`config.mk`:
```
export PLATFORM = sky130hd
export DESIGN_NAME = complex_mult_datapath
export DESIGN_NICKNAME = d
export VERILOG_FILES = /design/src/rtl/complex_mult_pkg.sv /design/src/rtl/complex_mult_seq_checker.sv /design/src/rtl/complex_mult_datapath.sv
export SDC_FILE = /design/constraint.sdc
export NUM_CORES = 1
export LEC_CHECK = 0
export CAP_MARGIN = 0
export CELL_PAD_IN_SITES_DETAIL_PLACEMENT = 1
export CELL_PAD_IN_SITES_GLOBAL_PLACEMENT = 2
export CORE_MARGIN = 2
export CORE_UTILIZATION = 39
export CTS_BUF_LIST = sky130_fd_sc_hd__clkbuf_4 sky130_fd_sc_hd__clkbuf_8
export DETAILED_ROUTE_END_ITERATION = 8
export PLACE_DENSITY = 0.85
export SYNTH_ARGS = -nofsm -noshare
export SYNTH_HDL_FRONTEND = slang
export SYNTH_HIERARCHICAL = 1
export SYNTH_SLANG_ARGS = --single-unit
```
`constraint.sdc`:
```
create_clock -name clk -period 6 [get_ports clk]
set_clock_uncertainty 0.05 [all_clocks]
set_input_delay 1.2 -clock clk [delete_from_list [all_inputs] [get_ports clk]]
set_output_delay 1.2 -clock clk [all_outputs]
set_load 0.01 [all_outputs]
```
`src/rtl/complex_mult_pkg.sv`:
```
// Shared phase encodings and expected strobe patterns for the time-shared complex multiplier.
package complex_mult_pkg;

    localparam int W_DEF = 8;
    localparam int STB_W = 7;

    typedef enum logic [2:0] {
        PH_P1 = 3'd0,
        PH_P2 = 3'd1,
        PH_P3 = 3'd2,
        PH_P4 = 3'd3,
        PH_P5 = 3'd4
    } phase_t;

    // Strobe vector order: {a_sel, b_sel, PP1_CE, PP2_CE, add, PR_CE, PI_CE}
    localparam logic [STB_W-1:0] PAT_P1 = 7'b0010000;
    localparam logic [STB_W-1:0] PAT_P2 = 7'b1101000;
    localparam logic [STB_W-1:0] PAT_P3 = 7'b0110110;
    localparam logic [STB_W-1:0] PAT_P4 = 7'b1001000;
    localparam logic [STB_W-1:0] PAT_P5 = 7'b0000001;

    function automatic logic [STB_W-1:0] exp_pattern(input phase_t ph);
        logic [STB_W-1:0] pat;
        case (ph)
            PH_P1:   pat = PAT_P1;
            PH_P2:   pat = PAT_P2;
            PH_P3:   pat = PAT_P3;
            PH_P4:   pat = PAT_P4;
            PH_P5:   pat = PAT_P5;
            default: pat = '0;
        endcase
        return pat;
    endfunction

    function automatic phase_t next_phase(input phase_t ph);
        phase_t nxt;
        case (ph)
            PH_P1:   nxt = PH_P2;
            PH_P2:   nxt = PH_P3;
            PH_P3:   nxt = PH_P4;
            PH_P4:   nxt = PH_P5;
            default: nxt = PH_P1;
        endcase
        return nxt;
    endfunction

endpackage

```
`src/rtl/complex_mult_seq_checker.sv`:
```
// Phase tracker for the controller strobes; with SEQ_CHECK_EN it compares each cycle's
// strobes against the expected pattern, resynchronises on mismatch and keeps a sticky error.
module complex_mult_seq_checker
    import complex_mult_pkg::*;
(
    input  logic             clk,
    input  logic             rst,
    input  logic [STB_W-1:0] i_strobes,
    output phase_t           o_phase,
    output logic             o_p1_seen,
    output logic             o_mismatch,
    output logic             o_seq_err
);

    phase_t r_phase;
    phase_t w_phase_nxt;

    assign o_p1_seen = (i_strobes == PAT_P1);

`ifdef SEQ_CHECK_EN
    logic r_seq_err;
    logic w_mismatch;

    assign w_mismatch = (i_strobes != exp_pattern(r_phase));

    // A stray P1 pattern is taken as the controller restarting, so skip ahead to P2.
    always_comb begin
        w_phase_nxt = next_phase(r_phase);
        if (w_mismatch) begin
            w_phase_nxt = o_p1_seen ? PH_P2 : PH_P1;
        end
    end

    always_ff @(posedge clk or posedge rst) begin
        if (rst) begin
            r_seq_err <= 1'b0;
        end else if (w_mismatch) begin
            r_seq_err <= 1'b1;
        end
    end

    assign o_mismatch = w_mismatch;
    assign o_seq_err  = r_seq_err;
`else
    assign w_phase_nxt = next_phase(r_phase);
    assign o_mismatch  = 1'b0;
    assign o_seq_err   = 1'b0;
`endif

    always_ff @(posedge clk or posedge rst) begin
        if (rst) begin
            r_phase <= PH_P1;
        end else begin
            r_phase <= w_phase_nxt;
        end
    end

    assign o_phase = r_phase;

endmodule

```
`src/rtl/complex_mult_datapath.sv`:
```
// Complex multiply over a 5-cycle frame on one shared multiplier; one result per 5 cycles,
// operands accepted when empty or during P5 of an active frame. Optional SEQ_CHECK_EN.
module complex_mult_datapath
    import complex_mult_pkg::*;
#(
    parameter int W = W_DEF
) (
    input  logic                clk,
    input  logic                rst,
    input  logic signed [W-1:0] ar,
    input  logic signed [W-1:0] ai,
    input  logic signed [W-1:0] br,
    input  logic signed [W-1:0] bi,
    input  logic                in_valid,
    output logic                in_ready,
    input  logic                a_sel,
    input  logic                b_sel,
    input  logic                PP1_CE,
    input  logic                PP2_CE,
    input  logic                add,
    input  logic                PR_CE,
    input  logic                PI_CE,
    output logic signed [2*W:0] PR,
    output logic signed [2*W:0] PI,
    output logic                out_valid,
    output logic                seq_err
);

    logic signed [W-1:0]   r_ar, r_ai, r_br, r_bi;
    logic signed [2*W-1:0] r_pp1, r_pp2;
    logic signed [2*W:0]   r_pr, r_pi;
    logic                  r_op_full, r_active, r_out_valid;

    logic [STB_W-1:0]      w_strobes;
    phase_t                w_phase;
    logic                  w_p1_seen, w_mismatch, w_seq_err;
    logic                  w_start, w_abort, w_end, w_in_ready, w_accept;
    logic signed [W-1:0]   w_mul_a, w_mul_b;
    logic signed [2*W-1:0] w_mul_a_x, w_mul_b_x, w_prod;
    logic signed [2*W:0]   w_pp1_x, w_pp2_x, w_comb;

    assign w_strobes = {a_sel, b_sel, PP1_CE, PP2_CE, add, PR_CE, PI_CE};

    complex_mult_seq_checker u_seq (
        .clk        (clk),
        .rst        (rst),
        .i_strobes  (w_strobes),
        .o_phase    (w_phase),
        .o_p1_seen  (w_p1_seen),
        .o_mismatch (w_mismatch),
        .o_seq_err  (w_seq_err)
    );

    assign w_start = (w_phase == PH_P1) && r_op_full && w_p1_seen;
    assign w_abort = r_active && w_mismatch;
`ifdef SEQ_CHECK_EN
    assign w_end   = r_active && (w_phase == PH_P5) && !w_mismatch;
`else
    assign w_end   = r_active && PI_CE;
`endif

    // Loading during P5 is safe: PP1/PP2 are already captured and P1 re-reads the new operands.
    assign w_in_ready = !r_op_full || (r_active && (w_phase == PH_P5));
    assign w_accept   = in_valid && w_in_ready;

    always_ff @(posedge clk or posedge rst) begin
        if (rst) begin
            r_op_full   <= 1'b0;
            r_active    <= 1'b0;
            r_out_valid <= 1'b0;
        end else begin
            r_out_valid <= w_end;
            if (w_accept) begin
                r_op_full <= 1'b1;
            end else if (w_end) begin
                r_op_full <= 1'b0;
            end
            if (w_end || w_abort) begin
                r_active <= 1'b0;
            end else if (w_start) begin
                r_active <= 1'b1;
            end
        end
    end

    always_ff @(posedge clk or posedge rst) begin
        if (rst) begin
            r_ar <= '0;
            r_ai <= '0;
            r_br <= '0;
            r_bi <= '0;
        end else if (w_accept) begin
            r_ar <= ar;
            r_ai <= ai;
            r_br <= br;
            r_bi <= bi;
        end
    end

    assign w_mul_a   = a_sel ? r_ai : r_ar;
    assign w_mul_b   = b_sel ? r_bi : r_br;
    assign w_mul_a_x = {{W{w_mul_a[W-1]}}, w_mul_a};
    assign w_mul_b_x = {{W{w_mul_b[W-1]}}, w_mul_b};
    assign w_prod    = w_mul_a_x * w_mul_b_x;

    assign w_pp1_x = {r_pp1[2*W-1], r_pp1};
    assign w_pp2_x = {r_pp2[2*W-1], r_pp2};
    assign w_comb  = add ? (w_pp1_x - w_pp2_x) : (w_pp1_x + w_pp2_x);

    always_ff @(posedge clk or posedge rst) begin
        if (rst) begin
            r_pp1 <= '0;
            r_pp2 <= '0;
            r_pr  <= '0;
            r_pi  <= '0;
        end else begin
            if (PP1_CE) r_pp1 <= w_prod;
            if (PP2_CE) r_pp2 <= w_prod;
            if (PR_CE)  r_pr  <= w_comb;
            if (PI_CE)  r_pi  <= w_comb;
        end
    end

    assign in_ready  = w_in_ready;
    assign PR        = r_pr;
    assign PI        = r_pi;
    assign out_valid = r_out_valid;
    assign seq_err   = w_seq_err;

endmodule
```
==> flow_metrics.tcl, run 1 <==
set metrics [dict create \
    outcome "complete, no violations" \
    hold_ws_ps 460 \
    synth_top_area_cell "dfrtp_1" \
    cp_max_fo 9 \
    insertion_delay_ps 390 \
    synth_async_sr_flop_share_pct 100 \
    synth_ff_type "dfrtp_1" \
    vdd_drop_max_mv 0.192 \
    clkTransAtPathRegs_ps 110 \
    avgSynthCellArea_um2 10.4 \
    synth_edf_count 0 \
    vias 5725 \
    fin_crit_sh_pct 96.3 \
    track_usage_pct 18.4 \
    viasPerCell 5.02 \
    numCtsBuffers 9 \
    ys_ff_latch 104 \
    syn_inst 746 \
    fp-row-count 51 \
    final_core_util_pct 48.6 \
    synthTopCellsByArea "dfrtp_1 (34%), fa_1 (14%), mux2_2 (11%)" \
    synth_top_area_share_pct 33.6 \
    dp_slack_ps -290 \
    hold_viol 0 \
    leakagePower_nw 4.36 \
    antenna_found_initial 0 \
    syn_to_final_growth_pct 22.4 \
    nets 1015 \
    pwr_density_cell_mw_per_mm2 539 \
    timing.slew.headroom_pct 22.4 \
    drive_above_1_share_pct 21.1 \
    initial_utilization_pct 39.7 \
    gp_congestion 0.848 \
    hpwl_mm 15.2 \
    ant_nets 0 \
    grt_overflow 0 \
    finalWirelength_mm 18.5 \
    synthTopCellsByCount "dfrtp_1 (104), inv_1 (96), nor2_1 (86)" \
    ys_warn_count 6 \
    cts_setup_buffers 0 \
    grt_first_pass_wirelength_mm 30.4 \
    cp-end-kind "flip-flop" \
    die_width_um 145 \
    setup_viol 0 \
    grt_max_degree 68 \
    io_pins 79 \
    arrival_ps 6010 \
    die_y_um 145 \
    holdCritPathClass "flip-flop to flip-flop" \
    coreArea_mm2 0.0195 \
    worst_pin_slew_ps 1160 \
    wl_per_cell_um 16.2 \
    max_freq_mhz 173 \
    drt_iter0_markers 164 \
    io_buffers 77 \
    firstDrtPassIters 4 \
    slew_viol_final 0 \
    dieArea_mm2 0.0210 \
    fin_crit_ps 5780 \
    netlist_area_mm2 0.00773 \
    cap_violations 0 \
    synth_most_common_cell "dfrtp_1" \
    layout_setup_ws_ps 220 \
    start_kind "primary input" \
    grt_pass1_vias 6370 \
    tritoncts "done" \
    synth.yosys.seq_area_share_pct 33.6 \
    clock-root-buffer "clkbuf_8" \
    antennaDiodeCount 0 \
    drc 0 \
    clockBufferDepth 2 \
    cts.sinks 104 \
    path_class "primary input to flip-flop" \
    htree_num_levels 3 \
    synth.distinct_cells 54 \
    crit_required_ps 6230 \
]
cells by family after synthesis:
logic type,after synthesis,synth area share [%]
and+or+nand+nor,181,10.9
buffers and inverters,120,6.41
DFF,104,33.6
adders and majority gates,102,21.9
AOI/OAI and AO/OA,99,8.56
muxes,97,13.8
xor gates and xnor gates,42,4.76
other,1,0.0485
flip-flops by register name, summed over array words and instances, names as in the netlist, 3 cells and up:
signal         cells
PI                17
PR                17
r_ai               8
r_ar               8
r_bi               8
r_br               8
r_pp1             16
r_pp2             16
u_seq/o_phase      3
critical path, stage by stage:
cell and delay (ps):
clkdlybuf4s50_1 500, buf_12 160, mux2i_1 310, or2_2 180, fa_1 440, fa_1 550, inv_1 60, fa_1 530
inv_1 50, fa_1 530, inv_1 40, ha_1 330, o21a_1 200, o31a_1 130, o41ai_2 260, o21ai_1 130
xor2_1 160, mux2_2 270
through the flow:
step | cells | cell area [µm²] | setup TNS, ps | power [mW]
2_1_floorplan | 747 | 7760 | 0 | 3.52
3_3_place_gp | 1125 | 9210 | -2040 | 4.44
3_5_place_dp | 1125 | 9210 | -3460 | 4.65
4_1_cts | 1141 | 9420 | 0 | 5.15
5_1_grt | 1141 | 9470 | -9.77 | 5.60
6_report | 1141 | 9470 | 0 | 5.11
final cells by class:
type,instances,area [µm²]
clock buffer,9,124
sequential,104,2600
clock inverter,7,85.1
timing repair buffer,137,1250
fill,2161,10000
multi-input combinational,523,4710
tap,265,332
inverter,96,363
power breakdown:
part           switching (mW)  total (mW)  internal [mW]
registers               0.197        1.18          0.982
logic                    1.78        3.45           1.68
clock network           0.273       0.474          0.201
total                    2.25        5.11           2.86
what timing repair did:
| item | CTS | global route |
|---|---|---|
| endpoints found under the setup margin | 0 | 8 |
| hold buffers | 0 | 0 |
| gates resized for setup | 0 | 11 |
| endpoints found under the hold margin | 0 | 0 |
cell usage in the layout, fill, tap and decap left out, types with 12 or more instances in the layout:
cell / count
dfrtp_1: 104
mux2_2: 76
buf_4: 57
xnor2_1: 37
ha_1: 45
nand2_1: 30
a21oi_1: 35
fa_1: 56
inv_1: 95
o21ai_0: 16
nor2_1: 86
clkdlybuf4s50_1: 77
nor3_1: 12
worst paths after layout:
check,start,end,slack [ps],depth (start not counted)
hold / removal,u_seq/o_phase[2],u_seq/o_phase[2],460,1
max in group asynchronous,rst,PR[13],3630,3
min in group asynchronous,rst,u_seq/o_phase[2],1000,2
hold reg to reg,u_seq/o_phase[2],u_seq/o_phase[2],460,1
setup reg to reg,r_br[3],r_pp2[14],1280,17
setup / recovery,a_sel,r_pp2[14],220,18
metal layers:
metal  up-vias  wire length [µm]  global-route usage, %
met3        29               472                   2.70
met1      2853              7830                   21.2
met4         0               338                   5.62
li1       2736                 -                      -
met5         -                 0                      0
met2       107              9860                   35.1
Note: power is estimated with default switching activity, not from simulation.
==> run 2, diff against run 1 <==
--- a/config.mk
+++ b/config.mk
@@ -5,6 +5,7 @@
 export SDC_FILE = /design/constraint.sdc
 export NUM_CORES = 1
 export LEC_CHECK = 0
+export ABC_CLOCK_PERIOD_IN_PS = 6000
 export CAP_MARGIN = 0
 export CELL_PAD_IN_SITES_DETAIL_PLACEMENT = 1
 export CELL_PAD_IN_SITES_GLOBAL_PLACEMENT = 2
@@ -13,6 +14,7 @@
 export CTS_BUF_LIST = sky130_fd_sc_hd__clkbuf_4 sky130_fd_sc_hd__clkbuf_8
 export DETAILED_ROUTE_END_ITERATION = 8
 export PLACE_DENSITY = 0.85
+export SLEW_MARGIN = 20
 export SYNTH_ARGS = -nofsm -noshare
 export SYNTH_HDL_FRONTEND = slang
 export SYNTH_HIERARCHICAL = 1
==> run 2 against run 1 <==
Net effect:
- largest power group unchanged
- global-route usage stayed put
- critical endpoint unchanged
- cell count unchanged
- register-to-register slack is essentially flat
- sequential cell count unchanged
- largest cell class unchanged
- non-clock buffer count unchanged
- combinational power about the same
- highest routed layer unchanged
==> flow_metrics.tcl, run 2 (synthesis results as in run 1) <==
set metrics [dict create \
    finalWirelength_mm 18.5 \
    ant_nets 0 \
    grt_first_pass_wirelength_mm 30.4 \
    vdd_drop_max_mv 0.192 \
    insertion_delay_ps 390 \
    worst_pin_slew_ps 979 \
    initial_utilization_pct 39.7 \
    setup_tns_ps 0 \
    drive_above_1_share_pct 21.2 \
    coreArea_mm2 0.0195 \
    leakagePower_nw 4.36 \
    clock-root-buffer "clkbuf_8" \
    clockBufferDepth 2 \
    cts.sinks 104 \
    die_y_um 145 \
    wl_per_cell_um 16.2 \
    final_core_util_pct 48.6 \
    hold_viol 0 \
    pwr_density_cell_mw_per_mm2 540 \
    cp_max_fo 9 \
    start_kind "primary input" \
    antenna_found_initial 0 \
    timing.slew.headroom_pct 34.5 \
    cts_hold_buffers 0 \
    io_pins 79 \
    drc 0 \
    viasPerCell 5.01 \
    cp-end-kind "flip-flop" \
    setup_viol 0 \
    regArea_mm2 0.00260 \
    arrival_ps 6010 \
    grt_max_degree 68 \
    slowest_stage "fa_1" \
    syn_to_final_growth_pct 22.3 \
    dieArea_mm2 0.0210 \
    multi_input_area_mm2 0.00471 \
    path_class "primary input to flip-flop" \
    max_freq_mhz 173 \
    ctsResizeCount 0 \
    fin_crit_ps 5780 \
    nets 1015 \
    cap_violations 0 \
    firstDrtPassIters 4 \
    vias 5718 \
    track_usage_pct 18.4 \
    fin_crit_sh_pct 96.3 \
    die_width_um 145 \
    antennaDiodeCount 0 \
    slowest_delay_ps 550 \
    crit_required_ps 6230 \
    outcome "complete, no violations" \
    post-place-cells 1125 \
    clkTransAtPathRegs_ps 110 \
    cts_setup_buffers 0 \
    numCtsBuffers 9 \
    drt_iter0_markers 164 \
    cp_cell_sequence "clkdlybuf4s50_1 -> buf_12 -> mux2i_1 -> or2_2 -> fa_1 -> fa_1 -> inv_1 -> fa_1 -> inv_1 -> fa_1 -> inv_1 -> ha_1 -> o21a_1 -> o31a_1 -> o41ai_2 -> o21ai_1 -> xor2_1 -> mux2_2" \
    htree_num_levels 3 \
    grt_pass1_vias 6370 \
    fp-row-count 51 \
    final_cell_mix "dfrtp_1 (104), inv_1 (95), nor2_1 (86)" \
    layout.cells.non_filler 1141 \
    io_buffers 77 \
    slew_viol_final 0 \
    tritoncts "done" \
    fillCellCount 2162 \
    hpwl_mm 15.2 \
    grt_overflow 0 \
    power_mw 5.11 \
    holdCritPathClass "flip-flop to flip-flop" \
    final_common_cell "dfrtp_1" \
    gp_congestion 0.848 \
    path_common_cell "fa_1" \
]
## run 2: changes by cell type in the layout (fill, tap and decap cells not counted)
cell | before | now
clkdlybuf4s50_1 | 77 | 76
buf_2 | 0 | 1
## run 2: metrics by stage
| step | hold slack [ps] | area (µm²) | setup slack [ps] |
|---|---|---|---|
| 3_3_place_gp | 424 | 9210 | -193 |
| 3_5_place_dp | 447 | 9210 | -290 |
| 5_1_grt | 483 | 9460 | -9.77 |
| 6_report | 460 | 9460 | 220 |
| 4_1_cts | 465 | 9420 | 139 |
| 2_1_floorplan | 402 | 7760 | 163 |
## run 2: worst max-delay path: cells and delay by family
| kind | cells | cell delay [ps] |
|---|---|---|
| compound gates | 4 | 720 |
| fa+ha+maj | 5 | 2380 |
| buf+inv | 5 | 810 |
| mux | 2 | 580 |
| simple gates | 1 | 180 |
| xor+xnor | 1 | 160 |
## run 2: layer usage
layer / track usage (%) / part of all wire (%) / vias up
met2: 35.1 / 53 / 107
met3: 2.70 / 2.6 / 27
met1: 21.2 / 42 / 2849
met4: 5.62 / 1.8 / 0
met5: 0 / 0 / -
li1: - / - / 2735
## run 2: worst paths after layout
| kind | from | to | slack [ps] | cells past startpoint |
|---|---|---|---|---|
| max | a_sel | r_pp2[14] | 220 | 18 |
| min in group asynchronous | rst | u_seq/o_phase[2] | 1000 | 2 |
| max reg2reg | r_br[3] | r_pp2[14] | 1280 | 17 |
| max in group asynchronous | rst | PR[13] | 3640 | 3 |
| min | u_seq/o_phase[2] | u_seq/o_phase[2] | 460 | 1 |
| min reg2reg | u_seq/o_phase[2] | u_seq/o_phase[2] | 460 | 1 |
## run 2: power by group
group,internal [mW],switching [mW]
clock,0.201,0.273
sequential,0.982,0.198
combinational,1.68,1.78
## run 2: area by class of cell
| type | instances | area share [%] |
|---|---|---|
| Sequential cell | 104 | 27.5 |
| Clock buffer | 9 | 1.31 |
| Clock inverter | 7 | 0.899 |
| Multi-Input combinational cell | 523 | 49.8 |
| Tap cell | 265 | 3.50 |
| Timing Repair Buffer | 137 | 13.2 |
| Inverter | 96 | 3.84 |
